==> src/rtl/mul_seq_pkg.sv <==
// mul_seq_pkg
//   Shared definitions for the multiplier result sequencer: the FSM state
//   encoding, default widths/timeouts and a counter-width helper.
package mul_seq_pkg;

  localparam int DATA_W_DEFAULT      = 32;
  localparam int TIMEOUT_CYC_DEFAULT = 40;

  typedef enum logic [2:0] {
    IDLE      = 3'd0,
    WAIT_PROD = 3'd1,
    XFER_LO   = 3'd2,
    XFER_HI   = 3'd3,
    DONE      = 3'd4
  } state_t;

  // Counter width able to hold 0..n-1; never narrower than one bit.
  function automatic int cnt_width(input int n);
    return (n > 1) ? $clog2(n) : 1;
  endfunction

endpackage

==> src/rtl/mul_wdog.sv <==
// mul_wdog
//   Watchdog cycle counter for the product wait. Counts enabled cycles,
//   restarts on clear, and raises tc when the count reaches TIMEOUT_CYC-1.
// Ports:
//   clk   in  clock, rising edge
//   clr   in  synchronous active-high reset
//   clear in  restart the count at zero
//   en    in  count this cycle
//   tc    out terminal count (count == TIMEOUT_CYC-1)
module mul_wdog
  import mul_seq_pkg::*;
#(
  parameter int TIMEOUT_CYC = TIMEOUT_CYC_DEFAULT
) (
  input  logic clk,
  input  logic clr,
  input  logic clear,
  input  logic en,
  output logic tc
);

  localparam int CW = cnt_width(TIMEOUT_CYC);
  localparam logic [CW-1:0] TC_VAL = CW'(TIMEOUT_CYC - 1);

  logic [CW-1:0] cnt_r;

  // Cycle counter: reset, restart, or advance while enabled.
  always_ff @(posedge clk) begin
    if (clr) begin
      cnt_r <= '0;
    end else if (clear) begin
      cnt_r <= '0;
    end else if (en && (cnt_r != TC_VAL)) begin
      cnt_r <= cnt_r + CW'(1);
    end else begin
      cnt_r <= cnt_r;
    end
  end

  assign tc = (cnt_r == TC_VAL);

endmodule

==> src/rtl/mul_result_sequencer.sv <==
// mul_result_sequencer
//   Downstream stage of the Booth multiplier. Starts a multiply, accepts the
//   2*DATA_W product over valid/ready, latches it into z_reg and then moves
//   the low and high halves onto the shared bus in two granted beats,
//   strobing lo_en / hi_en. A watchdog sets the sticky err flag when no
//   product arrives within TIMEOUT_CYC cycles.
// Ports:
//   clk, clr               clock and synchronous active-high reset
//   op_start               request from control unit (honoured only in IDLE)
//   mul_start              one-cycle start pulse to the multiplier
//   prod, prod_valid,
//   prod_ready             product handshake from the multiplier
//   bus_req, bus_gnt,
//   bus_out                shared-bus request/grant and drive (0 unless granted)
//   lo_en, hi_en           LO / HI register load strobes
//   busy, done, err        status: not IDLE, completion pulse, sticky timeout
// Optional build macro MUL_FLAGS_EN adds flag_z (product == 0) and
// flag_n (product MSB), captured with z_reg.
module mul_result_sequencer
  import mul_seq_pkg::*;
#(
  parameter int DATA_W      = DATA_W_DEFAULT,
  parameter int TIMEOUT_CYC = TIMEOUT_CYC_DEFAULT
) (
  input  logic                clk,
  input  logic                clr,
  input  logic                op_start,
  output logic                mul_start,
  input  logic [2*DATA_W-1:0] prod,
  input  logic                prod_valid,
  output logic                prod_ready,
  output logic                bus_req,
  input  logic                bus_gnt,
  output logic [DATA_W-1:0]   bus_out,
  output logic                lo_en,
  output logic                hi_en,
  output logic                busy,
  output logic                done,
  output logic                err
`ifdef MUL_FLAGS_EN
  ,
  output logic                flag_z,
  output logic                flag_n
`endif
);

  state_t state_r;
  state_t state_s;

  logic [2*DATA_W-1:0] z_reg;
  logic mul_start_r;
  logic err_r;
  logic tc_s;
  logic start_s;
  logic capture_s;
  logic timeout_s;
  logic wdog_clear_s;
  logic wdog_en_s;

  assign start_s      = (state_r == IDLE) && op_start;
  assign capture_s    = (state_r == WAIT_PROD) && prod_valid;
  // A valid on the terminal cycle takes priority over the timeout.
  assign timeout_s    = (state_r == WAIT_PROD) && !prod_valid && tc_s;
  assign wdog_clear_s = (state_r != WAIT_PROD);
  assign wdog_en_s    = (state_r == WAIT_PROD) && !prod_valid;

  mul_wdog #(
    .TIMEOUT_CYC(TIMEOUT_CYC)
  ) u_wdog (
    .clk  (clk),
    .clr  (clr),
    .clear(wdog_clear_s),
    .en   (wdog_en_s),
    .tc   (tc_s)
  );

  // State register.
  always_ff @(posedge clk) begin
    if (clr) begin
      state_r <= IDLE;
    end else begin
      state_r <= state_s;
    end
  end

  // Next-state logic.
  always_comb begin
    state_s = state_r;
    case (state_r)
      IDLE: begin
        if (op_start) state_s = WAIT_PROD;
        else          state_s = IDLE;
      end
      WAIT_PROD: begin
        if (prod_valid) state_s = XFER_LO;
        else if (tc_s)  state_s = IDLE;
        else            state_s = WAIT_PROD;
      end
      XFER_LO: begin
        if (bus_gnt) state_s = XFER_HI;
        else         state_s = XFER_LO;
      end
      XFER_HI: begin
        if (bus_gnt) state_s = DONE;
        else         state_s = XFER_HI;
      end
      DONE:    state_s = IDLE;
      default: state_s = IDLE;
    endcase
  end

  // Product capture, start pulse and sticky timeout flag.
  always_ff @(posedge clk) begin
    if (clr) begin
      z_reg       <= '0;
      mul_start_r <= 1'b0;
      err_r       <= 1'b0;
    end else begin
      mul_start_r <= start_s;
      if (capture_s) z_reg <= prod;
      else           z_reg <= z_reg;
      if (timeout_s) err_r <= 1'b1;
      else           err_r <= err_r;
    end
  end

  // Output decode: status from registered state, bus beats gated by grant.
  always_comb begin
    bus_out    = '0;
    lo_en      = 1'b0;
    hi_en      = 1'b0;
    bus_req    = 1'b0;
    prod_ready = 1'b0;
    busy       = (state_r != IDLE);
    done       = 1'b0;
    case (state_r)
      IDLE:      prod_ready = 1'b0;
      WAIT_PROD: prod_ready = 1'b1;
      XFER_LO: begin
        bus_req = 1'b1;
        if (bus_gnt) begin
          bus_out = z_reg[DATA_W-1:0];
          lo_en   = 1'b1;
        end else begin
          bus_out = '0;
          lo_en   = 1'b0;
        end
      end
      XFER_HI: begin
        bus_req = 1'b1;
        if (bus_gnt) begin
          bus_out = z_reg[2*DATA_W-1:DATA_W];
          hi_en   = 1'b1;
        end else begin
          bus_out = '0;
          hi_en   = 1'b0;
        end
      end
      DONE:    done = 1'b1;
      default: done = 1'b0;
    endcase
  end

  assign mul_start = mul_start_r;
  assign err       = err_r;

`ifdef MUL_FLAGS_EN
  logic flag_z_r;
  logic flag_n_r;

  // Result flags, captured alongside z_reg.
  always_ff @(posedge clk) begin
    if (clr) begin
      flag_z_r <= 1'b0;
      flag_n_r <= 1'b0;
    end else if (capture_s) begin
      flag_z_r <= (prod == '0);
      flag_n_r <= prod[2*DATA_W-1];
    end else begin
      flag_z_r <= flag_z_r;
      flag_n_r <= flag_n_r;
    end
  end

  assign flag_z = flag_z_r;
  assign flag_n = flag_n_r;
`endif

endmodule

==> config.mk <==
export PLATFORM = sky130hd
export DESIGN_NAME = mul_result_sequencer
export DESIGN_NICKNAME = d
export VERILOG_FILES = /design/src/rtl/mul_seq_pkg.sv /design/src/rtl/mul_wdog.sv /design/src/rtl/mul_result_sequencer.sv
export SDC_FILE = /design/constraint.sdc
export NUM_CORES = 1
export LEC_CHECK = 0
export CAP_MARGIN = 20
export CORE_MARGIN = 2
export CORE_UTILIZATION = 46
export CTS_BUF_LIST = sky130_fd_sc_hd__clkbuf_16
export CTS_CLUSTER_SIZE = 28
export DETAILED_ROUTE_END_ITERATION = 16
export PLACE_DENSITY = 0.8
export SYNTH_ARGS = -nofsm -noshare
export SYNTH_HDL_FRONTEND = slang
export SYNTH_HIERARCHICAL = 1
export SYNTH_SLANG_ARGS = --single-unit
==> constraint.sdc <==
create_clock -name clk -period 1.8 [get_ports clk]
set_input_delay 0.36 -clock clk [delete_from_list [all_inputs] [get_ports clk]]
set_output_delay 0.36 -clock clk [all_outputs]
set_load 0.05 [all_outputs]
### After elaboration in Yosys (flattened, before gate mapping)

Cells that the tools add are included.
W data, S select, Z words.

| cells by class | value |
|---|---|
| add/sub/neg operators | 1 |
| eq/ne operators | 7 |
| multiplexer cells | 15 |
| reductions and logical operators | 10 |

Operators with widths:

| kind | count |
|---|---|
| $mux W32 | 2 |
| $pmux W32 S2 | 1 |
| $pmux W3 S4 | 1 |
| $mux W1 | 9 |
| $add A6 B1 Y6 const B | 1 |
| $eq A3 B2 Y1 const B | 2 |
| $eq A6 B6 Y1 const B | 1 |
| $ne A6 B6 Y1 const B | 1 |
| $logic_and A1 B1 Y1 | 5 |
| $reduce_or A2 Y1 | 2 |
| $eq A3 B1 Y1 const B | 1 |
| $eq A3 B3 Y1 const B | 1 |
| $logic_not A3 Y1 | 1 |
| $mux W3 | 1 |
| $ne A3 B1 Y1 const B | 1 |
| $reduce_bool A3 Y1 | 1 |
| $mux W2 | 1 |
| $logic_not A1 Y1 | 1 |

| storage, ports and cells | value |
|---|---|
| bits in registers | 75 |
| input port bits | 69 |
| output and inout port bits | 40 |
| logic and storage cells | 38 |

### Logic depth before layout (Yosys ltp)

| logic depth | value |
|---|---|
| word-level depth | 4 |
| depth in mapped cells | 6 |
| gate-level depth less buffers | 6 |

### Cells and area by module

The synthesis kept the hierarchy.

By module, submodules not included:

| module | instances | cells each | area each (µm²) | seq. area each (µm²) |
|---|---|---|---|---|
| mul_result_sequencer | 1 | 351 | 2976.6 | 1381.3 |
| mul_wdog | 1 | 34 | 295.3 | 120.1 |

### Worst setup path after synthesis

Ideal clock, no wire load.

| path | value |
|---|---|
| path kind | reg-to-reg |
| start point | register state_r[0] |
| end point | register u_wdog.cnt_r[2] |
| library setup time | 0.078 ns |
| arrival | 1.913 ns |
| required time | 1.722 ns |
| path slack | -0.191 ns |
| cell stages (with the launch flop) | 6 |
| path buffers | 0 |
| clock period less this slack | 1.991 ns |
| cells stage by stage | dfxtp_1 -> or2b_1 -> nor2_1 -> inv_1 -> or2_2 -> nor3_1 |

| on the way | value |
|---|---|
| elaborated cells between the ends (all ways) | 5 |
| those cells by class | 2 x eq/ne; 3 x reduce/logical |

RTL lines:

| what | line | text |
|---|---|---|
| start, declared | mul_result_sequencer.sv:47 | `state_t state_r;` |
| start signal, assigned | mul_result_sequencer.sv:82 | `state_r <= state_s;` |
| $ne A3 B1 Y1 | mul_result_sequencer.sv:64 | `assign wdog_clear_s = (state_r != WAIT_PROD);` |
| named net wdog_clear_s | mul_result_sequencer.sv:57 | `logic wdog_clear_s;` |
| $reduce_or A2 Y1 (no line) | - |  |
| end signal, assigned | mul_wdog.sv:34 | `cnt_r <= cnt_r + CW'(1);` |
| end signal, assigned | mul_wdog.sv:36 | `cnt_r <= cnt_r;` |
| end, declared | mul_wdog.sv:25 | `logic [CW-1:0] cnt_r;` |

The timed path passes the listed nets, and every way through them passes these cells.
A chain may end at the register's enable or synchronous reset.

### Final worst setup path

| path | value |
|---|---|
| start point | register state_r[0] |
| end point | output bus_out[25] |

| on the way | value |
|---|---|
| word-level cells in the longest chain between the ends | 2 |
| elaborated cells between the ends (all ways) | 3 |
| those cells by class | 2 x eq/ne; 1 x mux |

Ends and longest elaborated chain:

| what | line | text |
|---|---|---|
| $eq A3 B2 Y1 | mul_result_sequencer.sv:136 | `case (state_r)` |
| $pmux W32 S2 (*) | mul_result_sequencer.sv:136 |  |
| end, declared | mul_result_sequencer.sv:34 | `output logic [DATA_W-1:0] bus_out,` |

Every way passes the cells marked *; elsewhere a longest branch is shown, timed or not.

==> reports/metrics.cfg <==
[outcome]
status=finished, violations left
violations=negative setup slack

[power_and_ir_drop]
power.total_w=0.00437
p_leak_nw=2.18
power.density_mw_per_mm2=767
ir_drop_uv=492

[global_routing]
grt_pass1_vias=3155
top_usage_layer=met2
use_met2=0.433
grt_max_degree=39
antenna_found_initial=0
grt_usage=0.242
grt_pass1_wl_um=14600
use_met1=0.288
grtUsageMet3=0.0420
overflow=0

[clock_network]
htreeDepth=3
cts_buffers=9
clock_sinks=75
clkLatencyLatePin_ps=320
clock_tree.buffer_depth=2
tritoncts=yes
path_clk_slew_ps=60
cts_hold_buffers=0
root_buffer=clkbuf_16

[synthesis]
avgSynthCellArea_um2=8.50
synth_cells=385
synth_top_area_cell=dfxtp_1
synth_top_area_frac=0.459
yosysMostFrequentCell=nand2_1
yosys.cell_types.count=37
synthTopCellsByArea=dfxtp_1, nand2_1, a22o_1
yosys_most_used_dff=dfxtp_1
ys_seq_elements=75
synth-edff-count=0
ys_async_sr_fraction=0
yosysWarnings=6
synth_area_mm2=0.00327
syn_nets=455
yosysSeqAreaShare=0.459
ys_top_cells_by_count=nand2_1, dfxtp_1, a21oi_1

[sta]
rsz0062_at_grt=true
finalMaxSlewViolations=0
fin_crit_ps=2040
hold_viol=0
fin_crit_sh=1.13
setup_slack_ps=-238
fin_skew_ps=2.71
slew_headroom=0.592
worst_pin_slew_ps=610
final-setup-viol-count=34
max_freq_mhz=491

[setup_path]
cpPeakStageDelay_ps=320
path_cells=or2b_4 > nor2_4 > buf_4 > clkbuf_16 > a22o_4 > buf_12
critPathMaxFanout=6
crit_path_end_kind=primary output
path_buf_inv=3
arrival_ps=1680
critPathKind=flop to primary output
slowest_stage=dfxtp_2
cp_top_family=buffers and inverters
crit_path_start_kind=flop
required_ps=1440

[route]
wl_per_cell_um=18.8
drc_errors=0
vias=3414
antenna_left=0
vias_per_cell=5.62
drtIter0Drc=268
firstDrtPassIters=5
routed_wl_um=11400

[placement]
hpwl_um=5860
dp_cells=576
io_buffer_count=108
post_dp_cell_area_mm2=0.00484
gp_congestion=0.771
pre_cts_slack_ps=-417

[die]
start_util=0.479
die_area_mm2=0.00780
rows=30
io_pins=109
core_mm2=0.00683
die_width_um=88.3
die_h_um=88.3

[layout]
nNetsFinal=578
drive_gt1_frac=0.316
seqCellArea_mm2=0.00151
fillerInstances=377
fin_util=0.834
largest_register_ffs=64
multi_input_area_mm2=0.00183
design_area_mm2=0.00570
syn_to_final_growth_pct=74.1
diodes=0
fin_cells=608

[min_path]
min_path_type=input pin to flop

[job]
maxCapViolations=0

## layout make-up
| type | instances | area share |
|---|---|---|
| Timing Repair Buffer | 143 | 0.336 |
| Multi-Input combinational cell | 277 | 0.322 |
| Sequential cell | 75 | 0.264 |
| Clock buffer | 9 | 0.0395 |
| Tap cell | 96 | 0.0211 |
| Clock inverter | 6 | 0.0160 |
| Inverter | 2 | 0.00132 |
## final timing paths
| path | from | to | slack [ps] | cells past startpoint |
|---|---|---|---|---|
| setup reg to reg | state_r[2] | u_wdog/cnt_r[5] | 10 | 6 |
| setup / recovery | state_r[0] | bus_out[25] | -240 | 6 |
| hold reg to reg | z_reg[2] | z_reg[2] | 460 | 2 |
| hold / removal | clr | err | 310 | 2 |
## logic make-up (layout without fill, tap and decap cells)
kind of cell / after synthesis / after routing / share of synthesized area
muxes: 3 / 3 / 0.00918
DFF: 75 / 75 / 0.459
AOI/OAI and AO/OA: 106 / 106 / 0.231
adders and majority gates: 1 / 1 / 0.00382
and+or+nand+nor: 166 / 166 / 0.220
xor gates and xnor gates: 1 / 1 / 0.00268
buffers and inverters: 33 / 160 / 0.0750
## metal layers
layer	up-vias	share of wire
met1	1644	0.38
met5	-	0
met4	0	0.033
li1	1559	-
met2	168	0.54
met3	43	0.055
## cell usage in the layout, fill, tap and decap left out, drive strengths merged, types with 2 or more instances in the layout
cell type,instances
a21oi,69
a22o,33
buf,72
bufinv,2
clkbuf,13
clkdlybuf4s50,66
clkinvlp,3
dfxtp,75
inv,2
mux2i,3
nand2,135
nand4,2
nor2,7
nor3,5
nor3b,2
o21ai,2
or3,3
## power breakdown
group          internal, W  total, W  switching, W
Sequential         0.00174   0.00180     0.0000595
Clock              0.00121   0.00189      0.000684
Combinational     0.000344  0.000683      0.000339
## through the flow
stage                     hold WS, ps  TNS (ps)
after global routing              315     -7410
final                             311     -6470
after floorplan                   436         0
after CTS                         287     -5520
after global placement            442    -11330
after detailed placement          451    -13750
## what timing repair did
action                     CTS  global route
gates cloned                 1             4
setup endpoints to repair   34            35
gates resized for setup     20            37
setup buffers                4            10
pin swaps                    8            20
## worst reg2reg max path, cell delays in order (launching register included)
cell and delay [ps]:
dfxtp_2 330, buf_6 130, buf_4 140, nor4b_4 320
nand4_2 190, or3_1 420, a21oi_1 190
(Power assumes the default switching activity.)
